**config.mk**
```make
export PLATFORM = sky130hd
export DESIGN_NAME = vc_sched
export DESIGN_NICKNAME = d
export VERILOG_FILES = /design/src/rtl/vc_sched_pkg.sv /design/src/rtl/vc_sched_rr_next_vc.sv /design/src/rtl/vc_sched.sv
export SDC_FILE = /design/constraint.sdc
export NUM_CORES = 1
export LEC_CHECK = 0
export ABC_AREA = 1
export CAP_MARGIN = 20
export CORE_AREA = 5 5 59 61
export CTS_BUF_LIST = sky130_fd_sc_hd__clkbuf_4
export CTS_CLUSTER_DIAMETER = 150
export DETAILED_ROUTE_END_ITERATION = 12
export DIE_AREA = 0 0 64 66
export PLACE_DENSITY = 0.83
export SETUP_SLACK_MARGIN = 0.05
export SLEW_MARGIN = 20
export SYNTH_ARGS = -nofsm -noshare
export SYNTH_HDL_FRONTEND = slang
export SYNTH_SLANG_ARGS = --single-unit
```
**constraint.sdc**
```tcl
create_clock -name clk -period 2.8 [get_ports clk]
set_clock_uncertainty 0.15 [all_clocks]
set_input_delay 0.56 -clock clk [delete_from_list [all_inputs] [get_ports clk]]
set_output_delay 0.56 -clock clk [all_outputs]
set_load 0.02 [all_outputs]
```
**src/rtl/vc_sched_pkg.sv**
```systemverilog
// Shared types and constants for the vc_sched weighted round-robin scheduler.
// Holds the FSM encoding, the VC id constants, the default weights and a one-hot decode helper.
package vc_sched_pkg;

    typedef enum logic [1:0] {
        IDLE  = 2'b00,
        SERVE = 2'b01,
        STALL = 2'b10
    } state_t;

    localparam logic [1:0] VCHANNEL0 = 2'b00;
    localparam logic [1:0] VCHANNEL1 = 2'b01;
    localparam logic [1:0] VCHANNEL2 = 2'b10;
    localparam logic [1:0] VCHANNEL3 = 2'b11;

    localparam int NUM_VC = 4;

    localparam int DEF_WEIGHT0  = 3;
    localparam int DEF_WEIGHT1  = 2;
    localparam int DEF_WEIGHT2  = 2;
    localparam int DEF_WEIGHT3  = 1;
    localparam int DEF_WEIGHT_W = 3;

    // Encodes a one-hot pop vector into a VC id; an all-zero vector decodes to VCHANNEL0.
    function automatic logic [1:0] onehot_to_id(input logic [3:0] oh);
        logic [1:0] id;
        id = VCHANNEL0;
        for (int i = 0; i < NUM_VC; i++) begin
            if (oh[i]) id = i[1:0];
        end
        return id;
    endfunction

endpackage

```
**src/rtl/vc_sched_rr_next_vc.sv**
```systemverilog
// Combinational round-robin search: returns the first non-empty VC at or after
// the start index, wrapping around modulo 4.
module rr_next_vc
    import vc_sched_pkg::*;
(
    input  logic [3:0] nonempty,
    input  logic [1:0] start,
    output logic [1:0] next_vc,
    output logic       any_valid
);

    logic [1:0] idx;

    // Scanning from the farthest offset down lets the nearest hit win.
    always_comb begin
        next_vc   = start;
        any_valid = |nonempty;
        idx       = '0;
        for (int i = NUM_VC - 1; i >= 0; i--) begin
            idx = start + i[1:0];
            if (nonempty[idx]) next_vc = idx;
        end
    end

endmodule

```
**src/rtl/vc_sched.sv**
```systemverilog
// Weighted round-robin pop scheduler for four VC FIFOs feeding one output FIFO.
// Optional per-VC grant counters are built when VC_SCHED_STATS_EN is defined.
module vc_sched
    import vc_sched_pkg::*;
#(
    parameter int WEIGHT0  = DEF_WEIGHT0,
    parameter int WEIGHT1  = DEF_WEIGHT1,
    parameter int WEIGHT2  = DEF_WEIGHT2,
    parameter int WEIGHT3  = DEF_WEIGHT3,
    parameter int WEIGHT_W = DEF_WEIGHT_W
) (
    input  logic       clk,
    input  logic       rst,
    input  logic       enb,
    input  logic       empty_vchannel0,
    input  logic       empty_vchannel1,
    input  logic       empty_vchannel2,
    input  logic       empty_vchannel3,
    input  logic       almost_full_out,
    output logic [3:0] pop_vchannel,
    output logic [1:0] sel_vchannel,
    output logic       push_out,
    output logic       idle,
    output logic [7:0] grant_cnt0,
    output logic [7:0] grant_cnt1,
    output logic [7:0] grant_cnt2,
    output logic [7:0] grant_cnt3
);

    state_t              state_q, state_d;
    logic [1:0]          cur_vc_q, cur_vc_d;
    logic [WEIGHT_W-1:0] credit_q, credit_d;
    logic [3:0]          pop_q, pop_d;
    logic                push_q, push_d;
    logic [1:0]          sel_q, sel_d;

    logic [3:0] nonempty;
    logic [1:0] search_start;
    logic [1:0] nxt_vc;
    logic       any_valid;

    assign nonempty     = ~{empty_vchannel3, empty_vchannel2, empty_vchannel1, empty_vchannel0};
    assign search_start = cur_vc_q + 2'd1;

    rr_next_vc u_rr_next_vc (
        .nonempty  (nonempty),
        .start     (search_start),
        .next_vc   (nxt_vc),
        .any_valid (any_valid)
    );

    // Credit counts the pops still owed after the one issued on load, hence weight - 1.
    function automatic logic [WEIGHT_W-1:0] reload_credit(input logic [1:0] vc);
        logic [WEIGHT_W-1:0] w;
        case (vc)
            VCHANNEL0: w = WEIGHT_W'(WEIGHT0);
            VCHANNEL1: w = WEIGHT_W'(WEIGHT1);
            VCHANNEL2: w = WEIGHT_W'(WEIGHT2);
            default:   w = WEIGHT_W'(WEIGHT3);
        endcase
        return w - WEIGHT_W'(1);
    endfunction

    always_comb begin
        state_d  = state_q;
        cur_vc_d = cur_vc_q;
        credit_d = credit_q;
        pop_d    = '0;
        // The read pipeline runs regardless of enb or stall so an issued pop is never dropped.
        push_d   = |pop_q;
        sel_d    = (|pop_q) ? onehot_to_id(pop_q) : sel_q;

        if (enb) begin
            if (almost_full_out) begin
                state_d = STALL;
            end else if (state_q == IDLE || credit_q == '0 || !nonempty[cur_vc_q]) begin
                // Switch point: leftover credit is dropped and the next non-empty VC takes over.
                if (any_valid) begin
                    state_d  = SERVE;
                    cur_vc_d = nxt_vc;
                    credit_d = reload_credit(nxt_vc);
                    pop_d    = 4'b0001 << nxt_vc;
                end else begin
                    state_d  = IDLE;
                    credit_d = '0;
                end
            end else begin
                state_d  = SERVE;
                credit_d = credit_q - WEIGHT_W'(1);
                pop_d    = 4'b0001 << cur_vc_q;
            end
        end
    end

    always_ff @(posedge clk or posedge rst) begin
        if (rst) begin
            state_q  <= IDLE;
            cur_vc_q <= VCHANNEL3;
            credit_q <= '0;
            pop_q    <= '0;
            push_q   <= 1'b0;
            sel_q    <= VCHANNEL0;
        end else begin
            state_q  <= state_d;
            cur_vc_q <= cur_vc_d;
            credit_q <= credit_d;
            pop_q    <= pop_d;
            push_q   <= push_d;
            sel_q    <= sel_d;
        end
    end

    assign pop_vchannel = pop_q;
    assign push_out     = push_q;
    assign sel_vchannel = sel_q;
    assign idle         = (state_q == IDLE);

`ifdef VC_SCHED_STATS_EN
    logic [7:0] gcnt_q [NUM_VC];
    logic [7:0] gcnt_d [NUM_VC];

    // Counted when the pop is issued; saturates rather than wrapping.
    always_comb begin
        for (int i = 0; i < NUM_VC; i++) begin
            gcnt_d[i] = gcnt_q[i];
            if (pop_d[i] && gcnt_q[i] != 8'hFF) gcnt_d[i] = gcnt_q[i] + 8'd1;
        end
    end

    always_ff @(posedge clk or posedge rst) begin
        if (rst) begin
            for (int i = 0; i < NUM_VC; i++) gcnt_q[i] <= '0;
        end else begin
            for (int i = 0; i < NUM_VC; i++) gcnt_q[i] <= gcnt_d[i];
        end
    end

    assign grant_cnt0 = gcnt_q[0];
    assign grant_cnt1 = gcnt_q[1];
    assign grant_cnt2 = gcnt_q[2];
    assign grant_cnt3 = gcnt_q[3];
`else
    assign grant_cnt0 = '0;
    assign grant_cnt1 = '0;
    assign grant_cnt2 = '0;
    assign grant_cnt3 = '0;
`endif

endmodule

```
==> results.json, run 1 <==
{
  "worstMarginPinSlew_ps": 505,
  "grt_antenna_before_repair": 0,
  "slowest_delay_ps": 580,
  "clock_tree.root_cell": "clkbuf_4",
  "max_clock_freq_ghz": 0.401,
  "start_util": 0.433,
  "tns_ps": 0,
  "insertedDiodeCount": 0,
  "p_per_area_nw_per_um2": 1140,
  "hold_path_class": "reg2reg",
  "io_pins": 48,
  "clk_pin_slew_ps": 80,
  "grt.overflow.total": 0,
  "die_y_um": 66,
  "synthesis.area_um2": 1270,
  "cp_slowest_cell": "dfstp_2",
  "seq_area_frac_synth": 0.278,
  "antenna_left": 0,
  "cts_max_level": 1,
  "cp.required_ps": 2860,
  "final_common_cell": "nand2_1",
  "coreArea_um2": 2930,
  "drc": 0,
  "dp_hpwl_um": 1860,
  "crit_path_start_kind": "register",
  "grt_pass1_vias": 841,
  "vias_per_cell": 4.40,
  "ir_drop_v": 0.000620,
  "firstDrtPassIters": 4,
  "grt_setup_unrepaired": "no",
  "cap_violations": 0,
  "nets": 204,
  "ff_latch_area_um2": 353,
  "slew_headroom": 0.663,
  "die_area_um2": 4220,
  "pre_cts_slack_ps": 209,
  "finalCriticalPeriod_ps": 2490,
  "post-route-period-util": 0.890,
  "cts_sinks": 14,
  "syn_to_final_growth_pct": 8.29,
  "mostFrequentLayoutCells": "nand2_1, conb_1, nand3_1, clkdlybuf4s50_1, inv_1",
  "hold_viol_final": 0,
  "routedWlPerCell_um": 10.1,
  "drtIter0Drc": 18,
  "endpoint_kind": "register",
  "synth_cell_type_count": 24,
  "portBuffers": 15,
  "cts_hold_buf": 0,
  "yosys_warnings": 0,
  "outcome": "completed",
  "path_cells": "inv_1 -> ha_4 -> inv_2 -> nand2_1 -> nand2_2 -> nand2_1 -> nand2_1 -> o21ai_2 -> nand3_1 -> nand2_2 -> inv_1 -> ha_1 -> nand4_1 -> a22oi_2",
  "grt_max_degree": 15,
  "path_common_cell": "nand2_1",
  "final_area_um2": 1370,
  "vias": 954,
  "cts-resized-gates": 0,
  "p_leak_nw": 0.750,
  "gp_congestion": 0.835,
  "setup_violations": 0,
  "crit_family": "simple AND/OR/NAND/NOR gates",
  "insertion_delay_ps": 280,
  "path_class": "reg2reg",
  "dpl_cell_area_um2": 1330,
  "cts_made_buffers": 3,
  "multiInputGateArea_um2": 721,
  "setup_slack_ps": 307,
  "die_w_um": 64,
  "drive_above_1_share": 0.130,
  "power_mw": 1.56,
  "row_count": 20,
  "cp_num_buf_inv": 3,
  "syn_inst": 166,
  "crit_fanout": 5,
  "syn_avg_cell_area_um2": 7.64,
  "wirelength_um": 2190,
  "grt_pass1_wl_um": 3560,
  "cts_tree": "built",
  "clk_path_buf_depth": 2,
  "nFillCells": 294,
  "cts_setup_buffers": 0,
  "post-route-util": 0.469,
  "grt_use_total": 0.103,
  "report.final.slew_viol_count": 0,
  "synth_seq_cells": 14,
  "worstPathArrival_ps": 2550
}
==> final timing paths <==
check / start / end / slack (ps) / cells after the start
setup / recovery: cur_vc_q[1] / credit_q[2] / 310 / 14
hold / removal: state_q[0] / state_q[0] / 330 / 2
setup reg to reg: cur_vc_q[1] / credit_q[2] / 310 / 14
hold reg to reg: state_q[0] / state_q[0] / 330 / 2
max in group asynchronous: rst / cur_vc_q[1] / 1700 / 2
min in group asynchronous: rst / pop_vchannel[3] / 440 / 2
==> cell usage after synthesis <==
library cell  instances  area, um2
o21ai_0               2       10.0
ha_1                 11        138
nand3_4               2       35.0
buf_4                32        240
nand2_1              45        169
inv_2                 2       7.51
a21oi_1               2       10.0
nor2_4                1       11.3
a22oi_2               2       25.0
inv_4                 1       6.26
dfrtp_1              12        300
conb_1                1       3.75
inv_1                13       48.8
nand4_1               2       12.5
buf_6                 1       11.3
dfstp_2               2       52.6
nor3_1                1       5.00
a21boi_1              1       7.51
nand3_1              15       75.1
nand2_2               6       37.5
nor2_1                9       33.8
inv_8                 1       11.3
o21a_1                1       7.51
o21ai_2               1       8.76
==> state kept, by name, indices dropped and copies added, names as in the netlist <==
register	cells
cur_vc_q	2
credit_q	3
pop_vchannel	4
push_out	1
state_q	2
sel_vchannel	2
==> stage by stage <==
step | std cells | hold WS, ps
finish | 217 | 331
global route | 217 | 363
CTS | 217 | 337
detailed placement | 213 | 316
global placement | 213 | 314
floorplan | 197 | 298
==> area by class of cell <==
cell class,count,share of cell area
Multi-Input combinational cell,133,0.525
Clock buffer,3,0.0164
Timing Repair Buffer,16,0.115
Tap cell,33,0.0301
Sequential cell,14,0.257
Clock inverter,1,0.00273
Inverter,17,0.0538
==> power by group <==
group          total [mW]  switching [mW]  leakage, nW  internal [mW]
Sequential          0.340          0.0496        0.172          0.291
Clock               0.117          0.0655       0.0154         0.0518
Combinational        1.11           0.689        0.562          0.418
==> logic make-up (layout without fill, tap and decap cells) <==
logic type      count (synthesis)  in the layout  share of synthesized area
compound gates                  9              9                     0.0543
fa+ha+maj                      11             11                      0.109
buf+inv                        50             37                      0.257
flops                          14             14                      0.278
other cells                     1             32                    0.00296
simple gates                   81             81                      0.299
==> worst min-delay path, delay by kind of cell, from the launching register on <==
family	cells	cell delay, ps
and+or+nand+nor	2	100
DFF	1	350
==> routing by layer <==
metal | routed length (um) | global-route usage | up-vias
li1 | - | - | 493
met3 | 160 | 0.0221 | 3
met2 | 1120 | 0.182 | 30
met4 | 25 | 0.0390 | 0
met5 | 0 | 0 | -
met1 | 886 | 0.120 | 428
Note: power is estimated with default switching activity, not from simulation.
==> run 2, diff against run 1 <==
- CORE_AREA: 5 5 59 61 -> 5 5 69 52
- DIE_AREA: 0 0 64 66 -> 0 0 74 57
- PLACE_DENSITY: 0.83 -> 0.85
- TNS_END_PERCENT: default -> 100
==> results.json, run 2 (synthesis results as in run 1) <==
{
  "coreArea_um2": 2960,
  "combPwrFrac": 0.713,
  "outcome": "completed",
  "start_util": 0.429,
  "r2r_end": "credit_q[2]",
  "max_clock_freq_ghz": 0.396,
  "firstDrtPassIters": 4,
  "whs_path_depth": 2,
  "largest_register_ffs": 4,
  "p_per_area_nw_per_um2": 1160,
  "cts_setup_buffers": 0,
  "power_mw": 1.60,
  "p_clk_frac": 0.074,
  "p_seq_frac": 0.213,
  "mostFrequentLayoutCells": "nand2_1, conb_1, nand3_1, clkdlybuf4s50_1, inv_1",
  "worstMarginPinSlew_ps": 556,
  "grt_max_degree": 15,
  "vias": 966,
  "setup_slack_ps": 278,
  "dp_hpwl_um": 1980,
  "wirelength_um": 2390,
  "portBuffers": 15,
  "endpoint_kind": "register",
  "place_inst": 218,
  "dpl_cell_area_um2": 1340,
  "die_y_um": 57,
  "crit_path_end": "credit_q[2]",
  "crit_path_start_kind": "register",
  "p_sw_mw": 0.836,
  "cp_num_cells": 14,
  "grt.overflow.total": 0,
  "reg2reg_depth": 14,
  "clock_tree.root_cell": "clkbuf_4",
  "switching_share": 0.522,
  "gp_congestion": 0.885,
  "grt_pass1_vias": 797,
  "row_count": 17,
  "grt_use_total": 0.110,
  "vias_per_cell": 4.35,
  "ir_drop_v": 0.000349,
  "die_area_um2": 4220,
  "final_area_um2": 1380,
  "cp_num_buf_inv": 3,
  "p_int_mw": 0.765,
  "hp-start": "state_q[0]",
  "insertion_delay_ps": 280,
  "report.final.slew_viol_count": 0,
  "path_class": "reg2reg",
  "clk_path_buf_depth": 2,
  "setup_violations": 0,
  "slowest_delay_ps": 570,
  "reg2reg_from": "cur_vc_q[1]",
  "grt_antenna_before_repair": 0,
  "drtIter0Drc": 71,
  "path_common_cell": "nand2_1",
  "cts_sinks": 14,
  "cp_slowest_cell": "dfstp_2",
  "final_common_cell": "nand2_1",
  "post-route-period-util": 0.901,
  "cts_hold_buf": 0,
  "slew_headroom": 0.629,
  "cts_made_buffers": 3,
  "grt_setup_unrepaired": "no",
  "grt_pass1_wl_um": 3680,
  "nets": 204,
  "crit_fanout": 5,
  "antenna_left": 0,
  "cp.required_ps": 2860,
  "path_cells": "inv_1 -> ha_4 -> inv_2 -> nand2_1 -> nand2_2 -> nand2_1 -> nand2_1 -> o21ai_2 -> nand3_1 -> nand2_2 -> inv_1 -> ha_1 -> nand4_1 -> a22oi_2",
  "syn_to_final_growth_pct": 8.79,
  "pre_cts_slack_ps": 163,
  "startpoint": "cur_vc_q[1]",
  "hold_viol_final": 0,
  "die_w_um": 74,
  "post-route-util": 0.466,
  "drc": 0,
  "cts_max_level": 1,
  "routedWlPerCell_um": 10.8,
  "cts-resized-gates": 0,
  "finalCriticalPeriod_ps": 2520,
  "regToRegSetupSlack_ps": 280,
  "p_leak_nw": 0.750,
  "io_pins": 48,
  "clk_pin_slew_ps": 90,
  "insertedDiodeCount": 0,
  "cap_violations": 0,
  "hold_path_class": "reg2reg",
  "tns_ps": 0,
  "drive_above_1_share": 0.130,
  "worstPathArrival_ps": 2580,
  "layoutNonFillerInstCount": 222,
  "cts_tree": "built",
  "crit_family": "simple AND/OR/NAND/NOR gates",
  "hold_ws_ps": 342
}
run 2: cell counts in the layout (fill, tap and decap cells not counted):
No cell type changed its count.
run 2: worst register-to-register path: cells and delay by family (launching register included):
| kind | cells | cell delay (ps) |
|---|---|---|
| flip-flops | 1 | 570 |
| AO/OA/AOI/OAI | 2 | 290 |
| AND/OR/NAND/NOR | 7 | 620 |
| buffers and inverters | 3 | 220 |
| adder cells (fa/ha/maj) | 2 | 600 |
run 2: final cells by class:
class / instances / area [um2]
clock buffers: 3 / 22.5
clock inverters: 1 / 3.75
fillers: 302 / 1580
inverters: 17 / 73.8
multi-input cells: 133 / 721
flip-flops and latches: 14 / 353
well taps: 38 / 47.5
repair buffers: 16 / 158
run 2: worst min path at each step:
| stage | slack [ps] | endpoint |
|---|---|---|
| after global placement | 310 | state_q[0] |
| after detailed placement | 320 | state_q[0] |
| after global routing | 380 | credit_q[1] |
| after floorplan | 300 | credit_q[0] |
| final | 340 | state_q[0] |
| after CTS | 340 | state_q[0] |
run 2: power by group through the flow:
| stage | Clock (mW) | Combinational [mW] | Sequential (mW) |
|---|---|---|---|
| 2_1_floorplan | 0 | 0.831 | 0.380 |
| 3_3_place_gp | 0 | 1.05 | 0.339 |
| 3_5_place_dp | 0 | 1.11 | 0.346 |
| 4_1_cts | 0.120 | 1.11 | 0.342 |
| 5_1_grt | 0.135 | 1.28 | 0.352 |
| 6_report | 0.119 | 1.14 | 0.340 |
run 2: routing by layer:
metal | up-vias | track usage | routed length (um)
met5 | - | 0 | 0
met4 | 0 | 0.0233 | 17
met3 | 3 | 0.0211 | 148
met2 | 27 | 0.178 | 1190
met1 | 445 | 0.153 | 1040
li1 | 491 | - | -
==> run 3, diff against run 2 <==
- CORE_AREA: 5 5 69 52 -> 5 5 71 54
- DIE_AREA: 0 0 74 57 -> 0 0 76 59
- PLACE_DENSITY: 0.85 -> 0.81
- SYNTH_HIERARCHICAL: default -> 1
==> results.json, run 3 <==
{
  "path_class": "reg2reg",
  "cap_violations": 0,
  "insertedDiodeCount": 0,
  "grt_pass1_vias": 854,
  "cts_hold_buf": 0,
  "syn_avg_cell_area_um2": 7.08,
  "synth_cell_type_count": 22,
  "start_util": 0.428,
  "path_cells": "inv_2 -> ha_4 -> inv_2 -> nand2_1 -> nand2_1 -> nand2_1 -> nand2_1 -> inv_1 -> nand2_1 -> nand2_1 -> nand2_1 -> nand2_2 -> inv_1 -> ha_1 -> nand2_1 -> nor2_1 -> a21oi_1 -> nand2_1",
  "seq_area_frac_synth": 0.271,
  "ir_drop_v": 0.000316,
  "portBuffers": 15,
  "pre_cts_slack_ps": 100,
  "wirelength_um": 2440,
  "outcome": "completed",
  "yosysMostFrequentCell": "nand2_1",
  "post-route-period-util": 0.879,
  "syn_inst": 184,
  "path_common_cell": "nand2_1",
  "report.final.slew_viol_count": 0,
  "cts_tree": "built",
  "p_leak_nw": 0.826,
  "gp_congestion": 0.890,
  "grt_use_total": 0.0990,
  "grt_max_degree": 15,
  "die_area_um2": 4480,
  "synthTopCellsByCount": "nand2_1, buf_4, inv_1, nand3_1, dfrtp_1",
  "nets": 225,
  "setup_violations": 0,
  "vias_per_cell": 4.23,
  "cts_sinks": 14,
  "p_int_mw": 0.829,
  "cts_max_level": 1,
  "drtIter0Drc": 79,
  "hold_viol_final": 0,
  "die_w_um": 76,
  "syn_to_final_growth_pct": 10.9,
  "yosys_warnings": 6,
  "p_seq_frac": 0.206,
  "combPwrFrac": 0.725,
  "crit_fanout": 6,
  "crit_path_start_kind": "register",
  "async_reset_ff_frac": 1.00,
  "tns_ps": 0,
  "slew_headroom": 0.648,
  "worstMarginPinSlew_ps": 528,
  "hold_ws_ps": 337,
  "vias": 1032,
  "antenna_left": 0,
  "dp_hpwl_um": 2040,
  "grt.overflow.total": 0,
  "drc": 0,
  "power_mw": 1.69,
  "insertion_delay_ps": 280,
  "setup_slack_ps": 339,
  "grt_setup_unrepaired": "no",
  "final_common_cell": "nand2_1",
  "row_count": 17,
  "finalCriticalPeriod_ps": 2460,
  "synth_ff_type": "dfrtp_1",
  "hold_path_class": "reg2reg",
  "grt_antenna_before_repair": 0,
  "grt_pass1_wl_um": 3580,
  "die_y_um": 59,
  "synthesis.area_um2": 1300,
  "synth_seq_cells": 14,
  "slowest_delay_ps": 580,
  "io_pins": 48,
  "p_per_area_nw_per_um2": 1170,
  "clock_tree.root_cell": "clkbuf_4",
  "yosysTopAreaCell": "dfrtp_1",
  "cts_made_buffers": 3,
  "clk_path_buf_depth": 2,
  "worstPathArrival_ps": 2480,
  "clk_pin_slew_ps": 90,
  "max_clock_freq_ghz": 0.406,
  "yosys.area.top_type_share": 0.231,
  "largest_register_ffs": 4,
  "cp_slowest_cell": "dfstp_2",
  "p_clk_frac": 0.070,
  "synth_area_leaders": "dfrtp_1, buf_4, nand2_1",
  "p_sw_mw": 0.863,
  "mostFrequentLayoutCells": "nand2_1, conb_1, inv_1, nand3_1, clkdlybuf4s50_1",
  "coreArea_um2": 3040,
  "routedWlPerCell_um": 10.0,
  "drive_above_1_share": 0.150,
  "firstDrtPassIters": 4,
  "cp.required_ps": 2820,
  "switching_share": 0.510,
  "synth_enable_flop_cells": 0,
  "endpoint_kind": "register"
}
-- run 3: cell types whose count changed after synthesis, moves of 3 or more --
cell,previous run,this run
nand2_1,45,48
a21oi_1,2,5
o21ai_1,0,3
inv_1,13,22
inv_2,2,5
nand3_2,0,3
-- run 3: path summary, 6_finish.rpt --
| check | startpoint | to | slack (ps) | cells after the start |
|---|---|---|---|---|
| max | cur_vc_q[0] | credit_q[0] | 340 | 18 |
| min | credit_q[2] | credit_q[2] | 340 | 2 |
| max reg2reg | cur_vc_q[0] | credit_q[0] | 340 | 18 |
| min reg2reg | credit_q[2] | credit_q[2] | 340 | 2 |
| max in group asynchronous | rst | cur_vc_q[1] | 1680 | 2 |
| min in group asynchronous | rst | pop_vchannel[2] | 450 | 2 |
-- run 3: critical path, delay by kind of cell (launching register included) --
kind / cells / cell delay (ps)
fa+ha+maj: 2 / 590
buf+inv: 4 / 230
compound gates: 1 / 130
simple gates: 11 / 670
flops: 1 / 580
-- run 3: power groups by stage --
stage / clock [mW] / sequential (mW) / combinational (mW)
floorplan: 0 / 0.409 / 0.841
global placement: 0 / 0.353 / 1.12
detailed placement: 0 / 0.358 / 1.15
CTS: 0.121 / 0.354 / 1.15
global route: 0.132 / 0.360 / 1.38
finish: 0.118 / 0.348 / 1.23
-- run 3: per-layer routing --
metal,vias to the layer above,part of all wire,GRT usage
met4,0,0,0.0102
met3,0,0.092,0.0486
li1,544,-,-
met2,35,0.48,0.157
met5,-,0,0
met1,453,0.43,0.126
-- run 3: area by class of cell --
type                    instances  area (um2)
fillers                       317        1600
multi-input cells             139         714
flip-flops and latches         14         353
repair buffers                 20         188
inverters                      29         115
clock buffers                   3        22.5
clock inverters                 1        3.75
well taps                      38        47.5
-- run 3: through the flow --
stage          cells  instance area, um2  utilization
6_report         244                1440        0.475
5_1_grt          244                1440        0.475
4_1_cts          241                1410        0.462
3_5_place_dp     237                1380        0.454
3_3_place_gp     237                1380        0.454
2_1_floorplan    215                1420            -
-- run 3: logic make-up (layout without fill, tap and decap cells) --
kind of cell / count (synthesis) / in the layout / synth area share
simple gates: 88 / 88 / 0.314
buf+inv: 62 / 53 / 0.281
flops: 14 / 14 / 0.271
fa+ha+maj: 10 / 10 / 0.0961
compound gates: 9 / 9 / 0.0346
other cells: 1 / 32 / 0.00288
-- run 3: what timing repair did --
action / CTS / global route
setup endpoints to repair: 0 / 2
gates resized for setup: 0 / 4
endpoints found under the hold margin: 0 / 0
setup buffers: 0 / 3
==> edit, RTL diff (config.mk and constraints of run 1) <==
Re-encode `state_t` (3 states) as one-hot, 3 bits wide.
--- a/src/rtl/vc_sched_pkg.sv
+++ b/src/rtl/vc_sched_pkg.sv
@@ -2,10 +2,10 @@
 // Holds the FSM encoding, the VC id constants, the default weights and a one-hot decode helper.
 package vc_sched_pkg;
 
-    typedef enum logic [1:0] {
-        IDLE  = 2'b00,
-        SERVE = 2'b01,
-        STALL = 2'b10
+    typedef enum logic [2:0] {
+        IDLE  = 3'b001,
+        SERVE = 3'b010,
+        STALL = 3'b100
     } state_t;
 
     localparam logic [1:0] VCHANNEL0 = 2'b00;
Formal check against the unedited RTL: same outputs for any inputs over 10 cycles, from zero or initial values and one cycle with rst high; not proved beyond that.
==> edit against run 1 <==
Clock power grew 14%. Area after synthesis up 3.4%. Design area increased by 4.3%. Non-clock buffer count increased by 2. Core utilization up 2.0 points. Worst setup slack worse by 0.048 ns. Sequential share of layout area rose by 0.78 points. Sequential power about the same. Combinational power up 9%. Total power up 7.6%. Sequential cell count increased by 1. Wire length increased by 7.2%. Worst hold slack gained 0.024 ns. Critical endpoint unchanged. Largest power group unchanged.
==> edit: results (changes against run 1) <==
The internal reg-to-reg setup slack is 0.26 ns (-0.05 ns). The estimated wirelength of the detail-placed design is 1.938 mm (+4.3%). Counting instances in the post-synthesis netlist gives the leading cell types as sky130_fd_sc_hd__nand2_1 (42), sky130_fd_sc_hd__buf_4 (32), sky130_fd_sc_hd__inv_1 (25). The clock-cell share of area is 1.923% (+0.0088 points). The number of warnings issued by yosys is 0 (unchanged).

The highest ir drop seen on vdd was 0.6891 mV (+11%). The path depth of the worst reg2reg path is 16 (+2). By area the synthesized netlist is led by sky130_fd_sc_hd__dfrtp_1 (23%), sky130_fd_sc_hd__buf_4 (18%), sky130_fd_sc_hd__nand2_1 (12%). The detailed route wirelength on metal2 is 1.219 mm (+8.9%). The number of DRC violations after detailed-routing iteration 0 was 17 (-1). The slew at the pin closest to its max-slew limit came to 0.5640 ns (+0.05940 ns).

The number of flip-flops under the largest register name came out at 4 (unchanged). The internal power component is 800.9 uW (+5.4%). The delay of the slowest critical-path stage came to 0.56 ns (-0.02 ns). The number of nets in the layout came out at 225 (+10%). The total met3 wirelength after detailed routing was 188 microns (+18%). The compound-cell area share of the yosys netlist is 6.877% (+1.4 points). The routing usage on met3 came out at 3.061% (+0.85 points). The worst setup path is of the flop to flop kind.

The detailed-route wire length on metal 1 was 895 microns (+1.0%). The hold path endpoint is state_q[0]$_DFFE_PP1P_. The multi-input logic cell count came to 141 (+6.0%). The part of the Yosys area used for sequential elements is 28.94% (+1.1 points).

The count of buffers not belonging to the clock network in the layout came out at 18 (+2). The first-pass GRT wire length is 3.939 mm (+11%). The insertion delay to the later sink of the worst-skew pair came out at 0.30 ns (+0.02 ns). The power share of the combinational group is 72.0% (+1.2 points).

The share of final-layout standard cells stronger than drive strength 1 was 12.98% (-0.063 points). The clock period minus final worst setup slack is 2.541 ns (+0.04817 ns). The number of buffers on the longest clock path was 2 (unchanged). The arrival time of the worst setup path is 2.58 ns (+0.03 ns).

The total routing resource utilization after global routing is 11.87% (+1.6 points). The filler cell count is 303 (+3.1%). The per-cell via count in the routed design came to 4.419 (+0.52%). The flow ran to the end, and the final reports show no timing, DRC or antenna violations. The total length of routed wires is 2.349 mm (+7.2%). The sequential group power came out at 339 uW (about the same). The share of cell area taken by multi-input logic gates came out at 48.51% (-4.0 points).

The global-route track usage on met1 is 13.39% (+1.4 points). The area share of fa/ha/maj cells after synthesis came out at 7.641% (-3.2 points). The clock transition at the register clock pins on the worst setup and hold paths after CTS is 0.10 ns (+0.02 ns). The routability-driven placement congestion ratio is 0.8746 (+4.7%). The layout buffering overhead excluding clock cells is 12.06% (+0.58 points). The post-synthesis cell type count came to 22 (-8.3%). The number of sinks on the clock net is 15 (+1). The sequential portion of the cell area came to 26.49% (+0.78 points). The reported leakage power is 0.0008042 uW (+7.3%). The setup slack after placement was 0.1276 ns (-0.08184 ns). The routing usage on met2 came out at 19.85% (+1.6 points). The count of non-CTS inverters in the layout is 30 (+13).

The startpoint identified for the worst hold timing path is state_q[0]$_DFFE_PP1P_.
## edit: changes by cell type in the layout (fill, tap and decap cells not counted), moves of 3 or more
cell	run 1	this run
sky130_fd_sc_hd__nand3_2	0	3
sky130_fd_sc_hd__nor2_1	9	19
sky130_fd_sc_hd__ha_1	10	7
sky130_fd_sc_hd__inv_1	13	25
sky130_fd_sc_hd__o21ai_1	0	3
sky130_fd_sc_hd__o21ai_0	2	8
sky130_fd_sc_hd__nand3_1	15	8
## edit: through the flow
step	total power, uW	cells	instance area [sq um]	utilization (%)	hold slack (ns)
2_1_floorplan	1290	219	1426	-	0.3093
6_report	1683	241	1431	48.89	0.3552
3_5_place_dp	1513	236	1381	47.18	0.3489
5_1_grt	1888	241	1431	48.89	0.3917
4_1_cts	1648	240	1409	48.12	0.3631
3_3_place_gp	1479	236	1381	47.18	0.3384
## edit: what timing repair did
action | in CTS | in global routing
resized for setup | 0 | 3
endpoints found under the setup margin | 0 | 4
hold buffers | 0 | 0
setup buffers | 0 | 1
